$ cat src/rtl/dllp_ack_rx.sv
// ACK/NAK DLLP receiver: frames 3-word DLLPs, checks CRC-16 and the sequence window,
// and owns the replay timer and replay counter feeding the replay buffer.
module dllp_ack_rx #(
    parameter int TIMEOUT = 711
) (
    input  logic        clk,
    input  logic        rst,
    input  logic        dllp_valid,
    input  logic        dllp_sop,
    input  logic [15:0] dllp_word,
    input  logic        tlp_sent,
    input  logic [11:0] tx_seq,
    output logic [1:0]  ack_nack,
    output logic [11:0] seq,
    output logic        tim_out,
    output logic        retrain,
    output logic        dllp_err
);

    typedef enum logic [1:0] {
        ST_IDLE = 2'd0,
        ST_W1   = 2'd1,
        ST_W2   = 2'd2
    } state_t;

    localparam logic [7:0]  TYPE_ACK = 8'h00;
    localparam logic [7:0]  TYPE_NAK = 8'h10;
    localparam logic [11:0] TMO_LAST = 12'(TIMEOUT - 1);
    localparam logic [15:0] CRC_POLY = 16'h100B;

    function automatic logic [15:0] crc16_upd(input logic [15:0] crc_in, input logic [15:0] data);
        logic [15:0] c;
        c = crc_in;
        for (int i = 15; i >= 0; i--) begin
            if (c[15] ^ data[i]) begin
                c = {c[14:0], 1'b0} ^ CRC_POLY;
            end else begin
                c = {c[14:0], 1'b0};
            end
        end
        return c;
    endfunction

    state_t      state_q, state_d;
    logic [7:0]  type_q, type_d;
    logic [11:0] rxseq_q, rxseq_d;
    logic [15:0] crc_q, crc_d;
    logic [11:0] ackd_q, ackd_d;
    logic [11:0] last_tx_q, last_tx_d;
    logic [11:0] timer_q, timer_d;
    logic [1:0]  replay_q, replay_d;
    logic [1:0]  ack_nack_q, ack_nack_d;
    logic [11:0] seq_q, seq_d;
    logic        tim_out_q, tim_out_d;
    logic        retrain_q, retrain_d;
    logic        dllp_err_q, dllp_err_d;

    logic        w2_done_s;
    logic        crc_ok_s;
    logic        is_ack_s;
    logic        is_nak_s;
    logic [11:0] d_seq_s;
    logic [11:0] d_last_s;
    logic        ack_acc_s;
    logic        nak_acc_s;
    logic        running_s;
    logic        tim_fire_s;

    // Word framing: a SOP word always restarts framing, even mid-DLLP.
    always_comb begin
        state_d   = state_q;
        type_d    = type_q;
        rxseq_d   = rxseq_q;
        crc_d     = crc_q;
        w2_done_s = 1'b0;
        if (dllp_valid) begin
            if (dllp_sop) begin
                state_d = ST_W1;
                type_d  = dllp_word[15:8];
                crc_d   = crc16_upd(16'hFFFF, dllp_word);
            end else begin
                case (state_q)
                    ST_W1: begin
                        crc_d   = crc16_upd(crc_q, dllp_word);
                        rxseq_d = dllp_word[11:0];
                        state_d = ST_W2;
                    end
                    ST_W2: begin
                        w2_done_s = 1'b1;
                        state_d   = ST_IDLE;
                    end
                    default: begin
                        state_d = ST_IDLE;
                    end
                endcase
            end
        end else begin
            state_d = state_q;
        end
    end

    // Validation, replay timer, replay counter and output next-state.
    always_comb begin
        crc_ok_s   = (crc_q == dllp_word);
        is_ack_s   = (type_q == TYPE_ACK);
        is_nak_s   = (type_q == TYPE_NAK);
        d_seq_s    = rxseq_q - ackd_q;
        d_last_s   = last_tx_q - ackd_q;
        ack_acc_s  = w2_done_s && crc_ok_s && is_ack_s && (d_seq_s != 12'd0) && (d_seq_s <= d_last_s);
        nak_acc_s  = w2_done_s && crc_ok_s && is_nak_s && (d_seq_s <= d_last_s);
        running_s  = (last_tx_q != ackd_q);
        tim_fire_s = running_s && (timer_q == TMO_LAST);

        dllp_err_d = w2_done_s && (!crc_ok_s || ((is_ack_s || is_nak_s) && !ack_acc_s && !nak_acc_s));
        tim_out_d  = tim_fire_s;
        retrain_d  = 1'b0;
        replay_d   = replay_q;
        ack_nack_d = 2'b00;
        seq_d      = seq_q;
        ackd_d     = ackd_q;

        if (ack_acc_s || nak_acc_s) begin
            ack_nack_d = ack_acc_s ? 2'b01 : 2'b10;
            seq_d      = rxseq_q;
            ackd_d     = rxseq_q;
        end else begin
            ack_nack_d = 2'b00;
        end

        // Range check above used last_tx before this cycle's tlp_sent.
        if (tlp_sent) begin
            last_tx_d = tx_seq;
        end else begin
            last_tx_d = last_tx_q;
        end

        if (ack_acc_s) begin
            replay_d = 2'b00;
        end else if (nak_acc_s || tim_fire_s) begin
            replay_d  = replay_q + 2'd1;
            retrain_d = (replay_q == 2'd3);
        end else begin
            replay_d = replay_q;
        end

        if (last_tx_d == ackd_d) begin
            timer_d = 12'd0;
        end else if (ack_acc_s || nak_acc_s || tim_fire_s || !running_s) begin
            timer_d = 12'd0;
        end else begin
            timer_d = timer_q + 12'd1;
        end
    end

    // State and registered outputs.
    always_ff @(posedge clk or posedge rst) begin
        if (rst) begin
            state_q    <= ST_IDLE;
            type_q     <= 8'h00;
            rxseq_q    <= 12'h000;
            crc_q      <= 16'hFFFF;
            ackd_q     <= 12'hFFF;
            last_tx_q  <= 12'hFFF;
            timer_q    <= 12'd0;
            replay_q   <= 2'b00;
            ack_nack_q <= 2'b00;
            seq_q      <= 12'h000;
            tim_out_q  <= 1'b0;
            retrain_q  <= 1'b0;
            dllp_err_q <= 1'b0;
        end else begin
            state_q    <= state_d;
            type_q     <= type_d;
            rxseq_q    <= rxseq_d;
            crc_q      <= crc_d;
            ackd_q     <= ackd_d;
            last_tx_q  <= last_tx_d;
            timer_q    <= timer_d;
            replay_q   <= replay_d;
            ack_nack_q <= ack_nack_d;
            seq_q      <= seq_d;
            tim_out_q  <= tim_out_d;
            retrain_q  <= retrain_d;
            dllp_err_q <= dllp_err_d;
        end
    end

    assign ack_nack = ack_nack_q;
    assign seq      = seq_q;
    assign tim_out  = tim_out_q;
    assign retrain  = retrain_q;
    assign dllp_err = dllp_err_q;

endmodule

$ cat config.mk
export PLATFORM = sky130hd
export DESIGN_NAME = dllp_ack_rx
export DESIGN_NICKNAME = d
export VERILOG_FILES = /design/src/rtl/dllp_ack_rx.sv
export SDC_FILE = /design/constraint.sdc
export NUM_CORES = 1
export LEC_CHECK = 0
export BUFFER_PORTS_ARGS = -buffer_cell sky130_fd_sc_hd__buf_2
export CAP_MARGIN = 20
export CORE_MARGIN = 3
export CORE_UTILIZATION = 65
export CTS_BUF_LIST = sky130_fd_sc_hd__clkbuf_8 sky130_fd_sc_hd__clkbuf_16
export DETAILED_ROUTE_END_ITERATION = 7
export GPL_ROUTABILITY_DRIVEN = 0
export GPL_TIMING_DRIVEN = 1
export PLACE_DENSITY = 0.85
export SLEW_MARGIN = 20
export SYNTH_ARGS = -nofsm -noshare
export SYNTH_HDL_FRONTEND = slang
export SYNTH_SLANG_ARGS = --single-unit
$ cat constraint.sdc
create_clock -name clk -period 13.9 [get_ports clk]
set_input_delay 0.695 -clock clk [delete_from_list [all_inputs] [get_ports clk]]
set_output_delay 0.695 -clock clk [all_outputs]
set_load 0.05 [all_outputs]
**Word level (Yosys, flattened, before mapping)**

Cells that the tools add are included.
W data, S select, Z words.

- Add/sub/neg operators: 4
- Order comparisons: 1
- Eq/ne operators: 8
- Multiplexer cells: 124
- Bitwise operators: 63
- Reductions and logical operators: 27

Operators by type and width:

| operator | count |
|---|---|
| $mux W16 | 77 |
| $mux W13 | 32 |
| $not A4 Y4 | 31 |
| $mux W12 | 4 |
| $xor A1 B1 Y1 | 31 |
| $sub A12 B12 Y12 | 2 |
| $eq A16 B16 Y1 | 1 |
| $add A12 B1 Y12 const B | 1 |
| $eq A12 B10 Y1 const B | 1 |
| $eq A12 B12 Y1 | 1 |
| $le A12 B12 Y1 | 1 |
| $mux W2 | 6 |
| $ne A12 B12 Y1 | 1 |
| $reduce_bool A12 Y1 | 1 |
| $logic_and A1 B1 Y1 | 10 |
| $eq A8 B5 Y1 const B | 1 |
| $logic_not A8 Y1 | 1 |
| $logic_or A1 B1 Y1 | 6 |
| $mux W1 | 5 |
| $eq A2 B2 Y1 const B | 2 |
| $logic_not A1 Y1 | 4 |
| $reduce_and A2 Y1 | 2 |
| $reduce_bool A2 Y1 | 2 |
| $reduce_and A3 Y1 | 1 |
| other kinds (3) | 3 |

- Flip-flop bits (word level): 93
- Bits of input ports: 33
- Output and inout port bits: 17
- Word-level logic and storage cells: 240

**Logic depth before layout (Yosys ltp)**

- Depth after elaboration: 79
- Depth in mapped cells: 26
- Mapped depth without buffers: 24

**Worst setup path after synthesis**

Ideal clock, no wire load.

- Kind: flip-flop to flip-flop
- Start: register ackd_q[1]
- End: register timer_q[3]
- Setup time: 138 ps
- Arrival: 5095 ps
- Data required time: 13762 ps
- Setup slack: 8667 ps
- Cell stages (with the launch flop): 26
- Buffers on the path: 2
- Period minus slack after synthesis: 5233 ps
- Cells stage by stage: dfstp_2 -> inv_1 -> ha_1 -> nor2b_1 -> o21ai_0 -> a21boi_0 -> o21ai_0 -> nand2b_1 -> a21o_1 -> a21o_1 -> a21o_1 -> a21o_1 -> a31oi_1 -> xnor2_1 -> ha_1 -> nand4_1 -> or2_2 -> o22a_1 -> a311oi_2 -> buf_6 -> mux2i_1 -> xnor2_1 -> nor4_1 -> and3_2 -> buf_6 -> nor3_2

- Word-level cells in the longest chain between the ends: 9
- Elaborated cells between the ends (all ways): 17
- Those cells by class: add/sub (2); order compare (1); eq/ne (2); mux (3); reduce/logical (9)

RTL lines:

| element | line | source |
|---|---|---|
| start, declared | 48 | `logic [11:0] ackd_q, ackd_d;` |
| start signal, assigned | 176 | `ackd_q <= ackd_d;` |
| branches (longest 8 deep; another with $sub A12 B12 Y12) | - |  |
| $mux W12 (*) | 146 | `if (last_tx_d == ackd_d) begin` |
| via timer_d[3] | 50 | `logic [11:0] timer_q, timer_d;` |
| end signal, assigned | 178 | `timer_q <= timer_d;` |
| end, declared | 50 |  |

Mark *: on every way through the listed nets, which the timed path passes.
A chain may end at the register's enable or synchronous reset.

**Worst setup path in the final report**

- Start: register ackd_q[1]
- End: register timer_q[2]

Same word-level chain as after synthesis.

==> load_flow_metrics.sql <==
INSERT INTO impl_metrics (metric_group, metric, value, unit) VALUES
('run_status', 'run_status', 'finished, final reports clean', ''),
('logic_synthesis', 'avgSynthCellArea', '9.83', 'um^2'),
('logic_synthesis', 'ys_ff_latch', '93', ''),
('route', 'wl', '16100', 'um'),
('power_and_ir_drop', 'powerDensity', '212', 'nW/um^2'),
('sta', 'finalHoldWorstSlack', '0.311', 'ns'),
('power_and_ir_drop', 'total_switching_power', '674', 'uW'),
('sta', 'drv_slew', '0', ''),
('global_route', 'grtUsageTotal', '0.293', ''),
('power_and_ir_drop', 'switching_share', '0.445', ''),
('critical_path', 'crit_start', 'ackd_q[1]', ''),
('critical_path', 'reg2reg_to', 'timer_q[2]', ''),
('critical_path', 'regToRegSetupSlack', '7.81', 'ns'),
('route', 'remaining_drc_errors', '0', ''),
('logic_synthesis', 'synth_flop_cell', 'dfrtp_1', ''),
('logic_synthesis', 'syn_nets', '746', ''),
('critical_path', 'worst_setup_path_endpoint', 'timer_q[2]', ''),
('critical_path', 'critical_path.reg2reg.startpoint', 'ackd_q[1]', ''),
('sta', 'fin_tns_setup', '0', 'ns'),
('sta', 'period_share', '0.438', ''),
('cts', 'number_of_buffers_inserted_by_post_cts_setup_repair', '0', ''),
('logic_synthesis', 'ys_seq_area_frac', '0.360', ''),
('floorplanning', 'die_height', '107', 'um'),
('power_and_ir_drop', 'power.combinational.fraction', '0.626', ''),
('cells_and_area', 'num-nets-final', '790', ''),
('critical_path', 'worstPathMaxFanout', '23', ''),
('hold_path', 'timing.hold.worst.class', 'in -> async', ''),
('cells_and_area', 'mostFrequentLayoutCells', 'xnor2_1 (108), nand2_1 (84), dfrtp_1 (53)', ''),
('critical_path', 'cp-end-kind', 'register', ''),
('logic_synthesis', 'yosysWarningCount', '0', ''),
('global_route', 'antenna_found_initial', '0', ''),
('logic_synthesis', 'asyncSetResetFlopFracSynth', '1.00', ''),
('power_and_ir_drop', 'internal_power', '840', 'uW'),
('power_and_ir_drop', 'power.ir.vdd_worst', '0.362', 'mV'),
('sta', 'report.final.setup_viol', '0', ''),
('power_and_ir_drop', 'power.clock.fraction', '0.116', ''),
('global_route', 'grt_start_max_net_pins', '67', ''),
('cts', 'cts_resized', '0', ''),
('power_and_ir_drop', 'sequential_share_of_power', '0.258', ''),
('critical_path', 'critPathBufInv', '2', ''),
('cells_and_area', 'drive_above_1_share', '0.234', ''),
('sta', 'worst_pin_slew', '0.855', 'ns'),
('sta', 'unrepaired_setup_endpoints_after_global_routing', 'no', ''),
('job', 'max_cap_violations', '0', ''),
('sta', 'final-hold-violation-count', '0', ''),
('cts', 'ctsHoldBuffers', '0', ''),
('critical_path', 'crit_type', 'reg -> reg', ''),
('power_and_ir_drop', 'power.static_leakage', '3.13', 'nW'),
('cts', 'clock_tree_from_tritoncts', 'built', ''),
('route', 'drt_first_iter_violations', '343', ''),
('cells_and_area', 'mostFrequentLayoutCell', 'xnor2_1', ''),
('cts', 'cts_htree_levels', '3', ''),
('critical_path', 'cp_slowest_cell', 'dfstp_2', ''),
('sta', 'fmaxAchievable', '164', 'MHz'),
('route', 'post_route_antenna_net_violation_count', '0', ''),
('global_route', 'grt_pass1_wl', '26200', 'um'),
('floorplanning', 'design.die.area', '11400', 'um^2'),
('critical_path', 'critPathLaunchType', 'register', ''),
('cts', 'cts.reportedPaths.clkPinSlew', '0.10', 'ns'),
('critical_path', 'worst-r2r-cell-count', '25', ''),
('floorplanning', 'row_count', '36', ''),
('logic_synthesis', 'cells_after_synth', '672', ''),
('critical_path', 'critPathMaxStageDelay', '0.59', 'ns'),
('floorplanning', 'initial_core_util', '0.673', ''),
('sta', 'slew_headroom', '0.427', ''),
('placed_design', 'dp.final_hpwl', '12200', 'um'),
('critical_path', 'worstPathArrival', '6.34', 'ns'),
('cts', 'cts.sinks', '93', ''),
('cts', 'clock_tree.root_cell', 'clkbuf_8', ''),
('placed_design', 'io_buffers', '49', ''),
('critical_path', 'cpMostUsedCell', 'a21o_1', '');
[sequential cells by signal, summed over array words and instances (netlist names)]
name       count
replay_q       2
last_tx_q     12
seq           12
retrain        1
type_q         8
rxseq_q       12
dllp_err       1
ackd_q        12
timer_q       12
tim_out        1
ack_nack       2
crc_q         16
state_q        2
[final cells by class]
class,count,area [um^2]
clock buffer,9,124
clock inverter,7,66.3
fill,713,2670
inverter,40,151
multi-input combinational,517,3970
sequential,93,2380
tap,133,166
timing repair buffer,55,290
[how the worst min path moves through the flow]
stage / start / to / slack [ns] / cells past startpoint
finish: rst / state_q[0] / 0.31 / 2
global route: rst / state_q[0] / 0.33 / 2
CTS: rst / type_q[6] / 0.32 / 2
detailed placement: seq[1] / seq[1] / 0.45 / 2
global placement: seq[11] / seq[11] / 0.45 / 2
floorplan: crc_q[1] / crc_q[1] / 0.46 / 2
[logic make-up after synthesis]
kind of cell               share of synthesized area
adders and majority gates                     0.0800
and+or+nand+nor                                0.143
DFF                                            0.360
buffers and inverters                         0.0423
muxes                                         0.0686
xor gates and xnor gates                       0.199
AOI/OAI and AO/OA                              0.107
[per-layer routing]
layer  wire [um]  track usage  share of wire
met5           0            0              0
met4         477        0.119          0.030
met3         937       0.0524          0.058
met2        7870        0.481           0.49
met1        6860        0.386           0.42
[synth_stat cells (3+ instances only)]
library cell,number,share of area
o21ai_0,45,0.034
nor4b_1,4,0.0053
a31oi_1,3,0.0028
dfstp_2,40,0.16
nor2b_1,7,0.0066
a21oi_1,17,0.013
xnor2_1,108,0.14
clkbuf_1,13,0.0074
o21a_1,3,0.0034
nor4_1,8,0.0076
mux2_2,31,0.053
mux2i_1,9,0.014
nand3_1,11,0.0083
buf_6,4,0.0068
a211oi_1,3,0.0034
nand4_1,9,0.0085
and2_1,4,0.0038
nor3_1,6,0.0045
nor3_2,10,0.015
ha_1,39,0.074
or4_1,4,0.0045
o211ai_1,5,0.0057
and3_1,4,0.0038
nand2b_1,3,0.0028
dfrtp_1,53,0.20
a21o_1,15,0.017
inv_1,38,0.022
nand2_1,84,0.048
xor2_1,42,0.056
nor2_1,11,0.0063
[power by group through the flow]
stage	clock [mW]	combinational, mW	sequential, mW
5_1_grt	0.189	1.04	0.397
3_5_place_dp	0	0.925	0.393
6_report	0.175	0.947	0.391
2_1_floorplan	0	0.762	0.377
3_3_place_gp	0	0.886	0.389
4_1_cts	0.178	0.935	0.389
[per-stage QoR]
stage | setup WS [ns] | cell area, um^2 | instances | util | total power, mW
after CTS | 7.89 | 7150 | 854 | 0.728 | 1.50
after global routing | 7.49 | 7150 | 854 | 0.728 | 1.62
after floorplan | 8.67 | 6600 | 672 | - | 1.14
after global placement | 8.31 | 6960 | 838 | 0.709 | 1.27
final | 7.81 | 7150 | 854 | 0.728 | 1.51
after detailed placement | 8.02 | 6960 | 838 | 0.709 | 1.32
[worst reg2reg max path, cell delays in order, from the launching register on]
cell and delay, ns:
dfstp_2 0.59, inv_1 0.07, ha_1 0.31, nor2b_1 0.13
o21ai_0 0.22, a21boi_0 0.13, o21ai_0 0.17, nand2b_1 0.10
a21o_1 0.18, a21o_1 0.19, a21o_1 0.18, a21o_1 0.20
xnor2_1 0.18, ha_1 0.28, a21o_1 0.19, a21o_1 0.17
a21oi_1 0.13, o21ai_0 0.11, o22a_1 0.23, a311oi_4 0.27
buf_4 0.36, mux2i_1 0.38, xnor2_1 0.16, nor4_1 0.43
and3_2 0.47, nor3_1 0.13
Note: power is estimated with default switching activity, not from simulation.
